`src/rtl/rv32v_arch_csr.sv`:
```
// rv32v_arch_csr -- architectural vector CSR state (vtype, vl, vstart, vxrm, vxsat).
//   CLK, nRST              : clock, synchronous active-low reset
//   vset_commit/vkeepvl    : vsetvl-family retirement, keep-vl variant
//   avl, vtype_req         : requested AVL and vtype of the retiring vsetvl
//   vl_spec, vtype_spec    : values the decode shadow assumed for that vsetvl
//   csr (slave)            : CSR-instruction write and combinational read
//   vxsat_set              : sticky saturation event from vector execute
//   vstart_wen/_wdata      : trap-time vstart capture
//   vec_retire             : a vector instruction completed (clears vstart)
//   vtype_arch .. vxsat    : architectural state outputs
//   vl_rd                  : vl for rd writeback, new value in the commit cycle
//   flush_decode           : registered request to reload the decode shadow
package rv32v_pkg;
  typedef struct packed {
    logic       vill;
    logic       vma;
    logic       vta;
    logic [2:0] vsew;
    logic [2:0] vlmul;
  } vtype_t;

  localparam logic [2:0] SEW32 = 3'b010;
endpackage

module rv32v_arch_csr
  import rv32v_pkg::*;
#(
  parameter int VLMAX = 32,
  parameter int VLENB = 16
) (
  input  logic        CLK,
  input  logic        nRST,
  input  logic        vset_commit,
  input  logic        vkeepvl,
  input  logic [31:0] avl,
  input  vtype_t      vtype_req,
  input  logic [31:0] vl_spec,
  input  vtype_t      vtype_spec,
  rv32v_arch_csr_if.slave csr,
  input  logic        vxsat_set,
  input  logic        vstart_wen,
  input  logic [31:0] vstart_wdata,
  input  logic        vec_retire,
  output vtype_t      vtype_arch,
  output logic [31:0] vl_arch,
  output logic [31:0] vstart,
  output logic [1:0]  vxrm,
  output logic        vxsat,
  output logic [31:0] vl_rd,
  output logic        flush_decode
);
  localparam logic [31:0] VLMAX_W = 32'(VLMAX);
  localparam logic [31:0] VLENB_W = 32'(VLENB);

  vtype_t      vtype_q, vtype_d, vtype_new;
  logic [31:0] vl_q, vl_d, vl_new;
  logic [31:0] vstart_q, vstart_d;
  logic [1:0]  vxrm_q, vxrm_d;
  logic        vxsat_q, vxsat_d;
  logic        flush_q, flush_d;
  logic        vtype_illegal, spec_mismatch;
  logic        wr_vstart, wr_vxsat, wr_vxrm, wr_vcsr;

  // The decode shadow never tracks vma/vta, so they take no part in the compare.
  logic unused_spec_bits;
  assign unused_spec_bits = vtype_spec.vma ^ vtype_spec.vta;

  always_comb begin
    vl_new        = vkeepvl ? vl_q : ((avl <= VLMAX_W) ? avl : VLMAX_W);
    // Only SEW<=32 with undisturbed tail/mask policies is supported.
    vtype_illegal = (vtype_req.vsew > SEW32) | vtype_req.vta | vtype_req.vma;
    vtype_new     = '0;
    if (vtype_illegal) begin
      vtype_new.vill = 1'b1;
    end else begin
      vtype_new.vsew  = vtype_req.vsew;
      vtype_new.vlmul = vtype_req.vlmul;
    end
    spec_mismatch = (vl_new != vl_spec)
                  | (vtype_new.vill  != vtype_spec.vill)
                  | (vtype_new.vsew  != vtype_spec.vsew)
                  | (vtype_new.vlmul != vtype_spec.vlmul);
  end

  always_comb begin
    wr_vstart = csr.csr_wen && (csr.csr_addr == 12'h008);
    wr_vxsat  = csr.csr_wen && (csr.csr_addr == 12'h009);
    wr_vxrm   = csr.csr_wen && (csr.csr_addr == 12'h00A);
    wr_vcsr   = csr.csr_wen && (csr.csr_addr == 12'h00F);

    vtype_d  = vtype_q;
    vl_d     = vl_q;
    vstart_d = vstart_q;
    vxrm_d   = vxrm_q;
    vxsat_d  = vxsat_q;
    flush_d  = vset_commit & spec_mismatch;

    if (vset_commit) begin
      vtype_d = vtype_new;
      vl_d    = vl_new;
    end

    if (vstart_wen)      vstart_d = vstart_wdata;
    else if (wr_vstart)  vstart_d = csr.csr_wdata;
    else if (vec_retire) vstart_d = '0;

    if (wr_vxrm)      vxrm_d = csr.csr_wdata[1:0];
    else if (wr_vcsr) vxrm_d = csr.csr_wdata[2:1];

    // An explicit CSR write overrides a concurrent saturation event.
    if (wr_vxsat || wr_vcsr) vxsat_d = csr.csr_wdata[0];
    else if (vxsat_set)      vxsat_d = 1'b1;
  end

  always_ff @(posedge CLK) begin
    if (!nRST) begin
      vtype_q  <= '0;
      vl_q     <= '0;
      vstart_q <= '0;
      vxrm_q   <= '0;
      vxsat_q  <= 1'b0;
      flush_q  <= 1'b0;
    end else begin
      vtype_q  <= vtype_d;
      vl_q     <= vl_d;
      vstart_q <= vstart_d;
      vxrm_q   <= vxrm_d;
      vxsat_q  <= vxsat_d;
      flush_q  <= flush_d;
    end
  end

  always_comb begin
    case (csr.csr_raddr)
      12'h008: csr.csr_rdata = vstart_q;
      12'h009: csr.csr_rdata = {31'b0, vxsat_q};
      12'h00A: csr.csr_rdata = {30'b0, vxrm_q};
      12'h00F: csr.csr_rdata = {29'b0, vxrm_q, vxsat_q};
      12'hC20: csr.csr_rdata = vl_q;
      12'hC21: csr.csr_rdata = {vtype_q.vill, 23'b0, vtype_q.vma, vtype_q.vta,
                                vtype_q.vsew, vtype_q.vlmul};
      12'hC22: csr.csr_rdata = VLENB_W;
      default: csr.csr_rdata = '0;
    endcase
  end

  assign vtype_arch   = vtype_q;
  assign vl_arch      = vl_q;
  assign vstart       = vstart_q;
  assign vxrm         = vxrm_q;
  assign vxsat        = vxsat_q;
  assign vl_rd        = vset_commit ? vl_new : vl_q;
  assign flush_decode = flush_q;
endmodule

```
`src/rtl/rv32v_arch_csr_if.sv`:
```
// rv32v_arch_csr_if -- CSR-instruction access bus for the vector CSR block.
//   csr_wen/csr_addr/csr_wdata : single-cycle CSR write from the CSR instruction path
//   csr_raddr/csr_rdata        : combinational CSR read port
// master: the CSR instruction path; slave: rv32v_arch_csr.
interface rv32v_arch_csr_if;
  logic        csr_wen;
  logic [11:0] csr_addr;
  logic [31:0] csr_wdata;
  logic [11:0] csr_raddr;
  logic [31:0] csr_rdata;

  modport master (
    output csr_wen, csr_addr, csr_wdata, csr_raddr,
    input  csr_rdata
  );

  modport slave (
    input  csr_wen, csr_addr, csr_wdata, csr_raddr,
    output csr_rdata
  );
endinterface

```
`src/flat_wrapper.sv`:
```
// flat-port wrapper written by rule: the top's interface ports become plain ports
module rv32v_arch_csr_flat import rv32v_pkg::*;
#(
  parameter int VLMAX = 32,
  parameter int VLENB = 16
)
  (CLK, nRST, vset_commit, vkeepvl, avl, vtype_req, vl_spec, vtype_spec, vxsat_set, vstart_wen, vstart_wdata, vec_retire, vtype_arch, vl_arch, vstart, vxrm, vxsat, vl_rd, flush_decode, csr_csr_wen, csr_csr_addr, csr_csr_wdata, csr_csr_raddr, csr_csr_rdata);
  rv32v_arch_csr_if csr_i ();
  input  logic CLK;
  input  logic nRST;
  input  logic vset_commit;
  input  logic vkeepvl;
  input  logic [31:0] avl;
  input  vtype_t vtype_req;
  input  logic [31:0] vl_spec;
  input  vtype_t vtype_spec;
  input  logic vxsat_set;
  input  logic vstart_wen;
  input  logic [31:0] vstart_wdata;
  input  logic vec_retire;
  output vtype_t vtype_arch;
  output logic [31:0] vl_arch;
  output logic [31:0] vstart;
  output logic [1:0] vxrm;
  output logic vxsat;
  output logic [31:0] vl_rd;
  output logic flush_decode;
  input wire logic [$bits(csr_i.csr_wen)-1:0] csr_csr_wen;
  input wire logic [$bits(csr_i.csr_addr)-1:0] csr_csr_addr;
  input wire logic [$bits(csr_i.csr_wdata)-1:0] csr_csr_wdata;
  input wire logic [$bits(csr_i.csr_raddr)-1:0] csr_csr_raddr;
  output wire logic [$bits(csr_i.csr_rdata)-1:0] csr_csr_rdata;
  assign csr_i.csr_wen = csr_csr_wen;
  assign csr_i.csr_addr = csr_csr_addr;
  assign csr_i.csr_wdata = csr_csr_wdata;
  assign csr_i.csr_raddr = csr_csr_raddr;
  assign csr_csr_rdata = csr_i.csr_rdata;
  rv32v_arch_csr #(.VLMAX(VLMAX), .VLENB(VLENB)) u_core (.CLK(CLK), .nRST(nRST), .vset_commit(vset_commit), .vkeepvl(vkeepvl), .avl(avl), .vtype_req(vtype_req), .vl_spec(vl_spec), .vtype_spec(vtype_spec), .csr(csr_i), .vxsat_set(vxsat_set), .vstart_wen(vstart_wen), .vstart_wdata(vstart_wdata), .vec_retire(vec_retire), .vtype_arch(vtype_arch), .vl_arch(vl_arch), .vstart(vstart), .vxrm(vxrm), .vxsat(vxsat), .vl_rd(vl_rd), .flush_decode(flush_decode));
endmodule
```
`config.mk`:
```
export PLATFORM = sky130hd
export DESIGN_NAME = rv32v_arch_csr_flat
export DESIGN_NICKNAME = d
export VERILOG_FILES = /design/src/rtl/rv32v_arch_csr.sv /design/src/rtl/rv32v_arch_csr_if.sv /design/src/flat_wrapper.sv
export SDC_FILE = /design/constraint.sdc
export NUM_CORES = 1
export LEC_CHECK = 0
export CAP_MARGIN = 20
export CORE_UTILIZATION = 33
export DETAILED_ROUTE_END_ITERATION = 16
export PLACE_DENSITY = 0.78
export SLEW_MARGIN = 20
export SYNTH_ARGS = -nofsm -noshare
export SYNTH_HDL_FRONTEND = slang
export SYNTH_SLANG_ARGS = --single-unit
```
`constraint.sdc`:
```
create_clock -name CLK -period 2.8 [get_ports CLK]
set_input_delay 0.7 -clock CLK [delete_from_list [all_inputs] [get_ports CLK]]
set_output_delay 0.7 -clock CLK [all_outputs]
set_load 0.01 [all_outputs]
```
==> results.yml <==
setup_path:
  r2r-end: "u_core.flush_decode"
  crit_path_end_kind: "output port"
  crit_family: "simple AND/OR/NAND/NOR gates"
  reg2reg_slack_ns: 0.86
  cp.required_ns: 2.10
  critPathKind: "input port to output port"
  ff2ff_path_depth: 6
  crit_buf_inv: 3
  cpMostUsedCell: "buf_6"
  crit_chain: "buf_6 > or4_4 > nor2_4 > and4b_1 > and3_4 > buf_6 > a22o_1 > buf_2"
  critPathMaxStageDelay_ns: 0.53
  critPathArrivalTime_ns: 2.43
  critPathLaunchType: "input port"
  cp_max_fo: 6
  r2r_start: "u_core.vl_arch[20]"
  slowest_stage: "or4_4"
global_route:
  first_global_vias: 5629
  grt_max_degree: 63
  grt_pass1_wl_um: 30720
  grt_overflow: 0
  antenna_found_initial: 0
  grtUsageTotal_pct: 26.93
clocking:
  clock_sinks: 75
  postCtsHoldBufs: 0
  cts_max_level: 3
  cts_buffers: 9
  cts_buffer_depth: 2
  cts_tree: "built"
  clk_latency_ns: 0.33
  root_buffer: "clkbuf_16"
  clkTransAtPathRegs_ns: 0.06
placement:
  gp_congestion: 0.9092
  hpwl_um: 15410
  port_buffers: 313
  dp_worst_setup_slack_ns: -1.069
  postPlaceCellArea_um2: 8346
finish:
  final_util_pct: 62.75
  multi_input_area_um2: 3218
  fin_nets: 1107
  drive_gt1_share_pct: 18.09
  area_growth_pct: 82.67
  final-seq-area_um2: 1501
  final_cell_area_um2: 8811
  nFillCells: 1251
  antennaDiodeCount: 0
pwr:
  power.share.sequential_pct: 37.5
  clockPowerShare_pct: 42.2
  switchingPower_mw: 0.7160
  internal_power_mw: 2.315
  power.share.switching_pct: 23.62
  pwr_density_cell_nw_per_um2: 344.0
  ir_drop_mv: 0.3322
  power_frac_comb_pct: 20.3
  power_leakage_nw: 3.860
floorplan:
  start_util_pct: 34.35
  ioPinCount: 319
  core.rowCount: 43
  core_area_um2: 14040
  die_area_um2: 15100
  die_h_um: 122.9
  chipWidth_um: 122.9
route:
  drc_errors: 0
  via_count: 5971
  routed_wl_um: 20750
  viasPerCell: 5.360
  ant_nets: 0
  detailedRoute.firstPassIterationCount: 6
  dr.first_iter.drc_count: 360
  post_drt_wl_per_cell_um: 18.62
timing:
  fmax_mhz: 319.9
  grt_setup_unrepaired: "yes"
  fin_skew_ns: 0.004949
  relSlewSlack_pct: 42.89
  hold_violations: 0
  fin_ws_ns: -0.3259
  final.period_utilization_pct: 111.6
  finalHoldWorstSlack_ns: 0.4659
  slew_viol_final: 0
  worst_slew_pin_slew_ns: 0.8566
  period_needed_ns: 3.126
  setup_viol: 36
synth:
  yosysWarnings: 0
  syn_area_per_cell_um2: 8.203
  syn_area_um2: 4823
  synth-compound-area-share_pct: 24.20
  synth-edff-count: 0
  synthAdderAreaFrac_pct: 0
  synth-xor-area-share_pct: 2.361
  yosysSeqAreaShare_pct: 31.13
  synthCells: 588
  postSynth.asyncResetShare_pct: 0
  synth.distinct_cells: 55
  ys_ff_latch: 75
  yosys.area_share.simple_pct: 35.41
  synth_ff_type: "dfxtp_1"
  synth_top_family_by_area: "simple AND/OR/NAND/NOR gates"
  synth.area.mux_share_pct: 1.115
status:
  status: "complete, but fails checks"
  violations: "setup timing"
hold_path:
  min_delay_path_depth: 2
  min_to: "u_core.vtype_arch[5]"
  hp-start: "u_core.vtype_arch[5]"
  hp-class: "flip-flop to flip-flop"
flow_run:
  maxCapViolCount: 0
through the flow:
step | std cells | TNS, ns | total power [mW]
global placement | 1079 | -46.06 | 1.764
floorplan | 589 | -0.06388 | 1.344
finish | 1114 | -8.082 | 3.031
global route | 1114 | -9.790 | 3.153
detailed placement | 1079 | -47.31 | 1.769
CTS | 1117 | -9.420 | 3.043
how the worst max path moves through the flow:
stage | from | cells after the start | slack (ns) | to
after floorplan | csr_csr_raddr[7] | 6 | -0.004 | csr_csr_rdata[11]
after global placement | csr_csr_raddr[7] | 8 | -1.02 | csr_csr_rdata[10]
after detailed placement | csr_csr_raddr[7] | 8 | -1.07 | csr_csr_rdata[10]
after CTS | csr_csr_raddr[8] | 9 | -0.35 | csr_csr_rdata[19]
after global routing | csr_csr_raddr[9] | 8 | -0.35 | csr_csr_rdata[30]
final | csr_csr_raddr[9] | 8 | -0.33 | csr_csr_rdata[30]
synthesized netlist by cell type, types with 3 or more instances:
| library cell | instances | area share (%) |
|---|---|---|
| nor3b_1 | 33 | 5.1 |
| nor2_1 | 24 | 1.9 |
| a21boi_0 | 6 | 0.93 |
| o21ai_0 | 22 | 2.3 |
| dfxtp_1 | 75 | 31 |
| and2_1 | 33 | 4.3 |
| mux2_2 | 3 | 0.70 |
| nor4_1 | 9 | 1.2 |
| and3_1 | 63 | 8.2 |
| buf_6 | 3 | 0.70 |
| a211o_1 | 32 | 5.8 |
| a222oi_1 | 6 | 1.2 |
| a22o_1 | 30 | 5.4 |
| buf_2 | 10 | 1.0 |
| a21oi_1 | 6 | 0.62 |
| nor2b_1 | 3 | 0.39 |
| nand2b_1 | 39 | 5.1 |
| nand2_1 | 33 | 2.6 |
| o211a_1 | 3 | 0.62 |
| clkbuf_1 | 30 | 2.3 |
| xor2_1 | 11 | 2.0 |
| nand3_1 | 11 | 1.1 |
| o2111ai_1 | 3 | 0.54 |
| a22oi_1 | 12 | 1.9 |
| o22ai_1 | 15 | 1.9 |
| nor3_1 | 8 | 0.83 |
| nand3b_1 | 12 | 1.9 |
| inv_1 | 17 | 1.3 |
cell usage in the layout, fill, tap and decap left out, types with 9 or more instances in the layout:
master and instances:
clkbuf_2 11, o21ai_0 20, buf_2 42, dfxtp_1 75, buf_6 15, nand2b_1 38, clkdlybuf4s15_1 11, nand3b_1 12
clkdlybuf4s50_1 227, a211o_1 32, o22ai_1 15, a22o_1 30, nand3_1 9, buf_4 46, nand2_1 30, and3_1 61
dlygate4sd2_1 11, nor3b_1 32, xor2_1 11, nor2_1 23, and2_1 32, clkbuf_16 9, inv_1 17, a22oi_1 12
sequential cells by signal, summed over array words and instances (netlist names):
name and count:
u_core.flush_decode 1, u_core.vxrm 2, u_core.vxsat 1, u_core.vl_arch 32, u_core.vstart 32, u_core.vtype_arch 7
repair_timing:
item / 4_1_cts / 5_1_grt
resized for setup: 276 / 36
cloned: 5 / 0
pin swaps: 52 / 22
endpoints found under the setup margin: 64 / 39
setup buffers: 18 / 1
cell type report:
| class | count | share of cell area, % |
|---|---|---|
| clock buffers | 12 | 2.911 |
| clock inverters | 4 | 0.8236 |
| inverters | 17 | 0.7242 |
| multi-input cells | 452 | 36.52 |
| flip-flops and latches | 75 | 17.04 |
| well taps | 180 | 2.556 |
| repair buffers | 374 | 39.42 |
power by group through the flow:
stage               clock network, mW  logic, mW  registers, mW
floorplan                           0      0.184           1.16
global placement                    0      0.603           1.16
detailed placement                  0      0.609           1.16
CTS                              1.29      0.615           1.14
global route                     1.35      0.666           1.14
finish                           1.28      0.616           1.14
per-layer routing:
layer	wire (um)	track usage (%)	vias to the layer above	part of all wire (%)
met5	0	0	-	0
met4	549	9.451	0	2.6
met3	1849	5.720	40	8.9
met2	10160	46.31	287	49
met1	8191	33.07	2772	39
li1	-	-	2872	-
tightest hold or removal path: cells and delay by family, from the launching register on:
family	cells	cell delay, ns
and+or+nand+nor	2	0.09
DFF	1	0.33
logic make-up (layout without fill, tap and decap cells):
kind of cell           after synthesis  count (layout)
AND/OR/NAND/NOR                    283             283
AO/OA/AOI/OAI                      149             149
flip-flops                          75              75
buffers and inverters               62             407
XOR/XNOR                            13              13
multiplexers                         5               5
other                                1               2
Power figures use the tool's default switching activity.
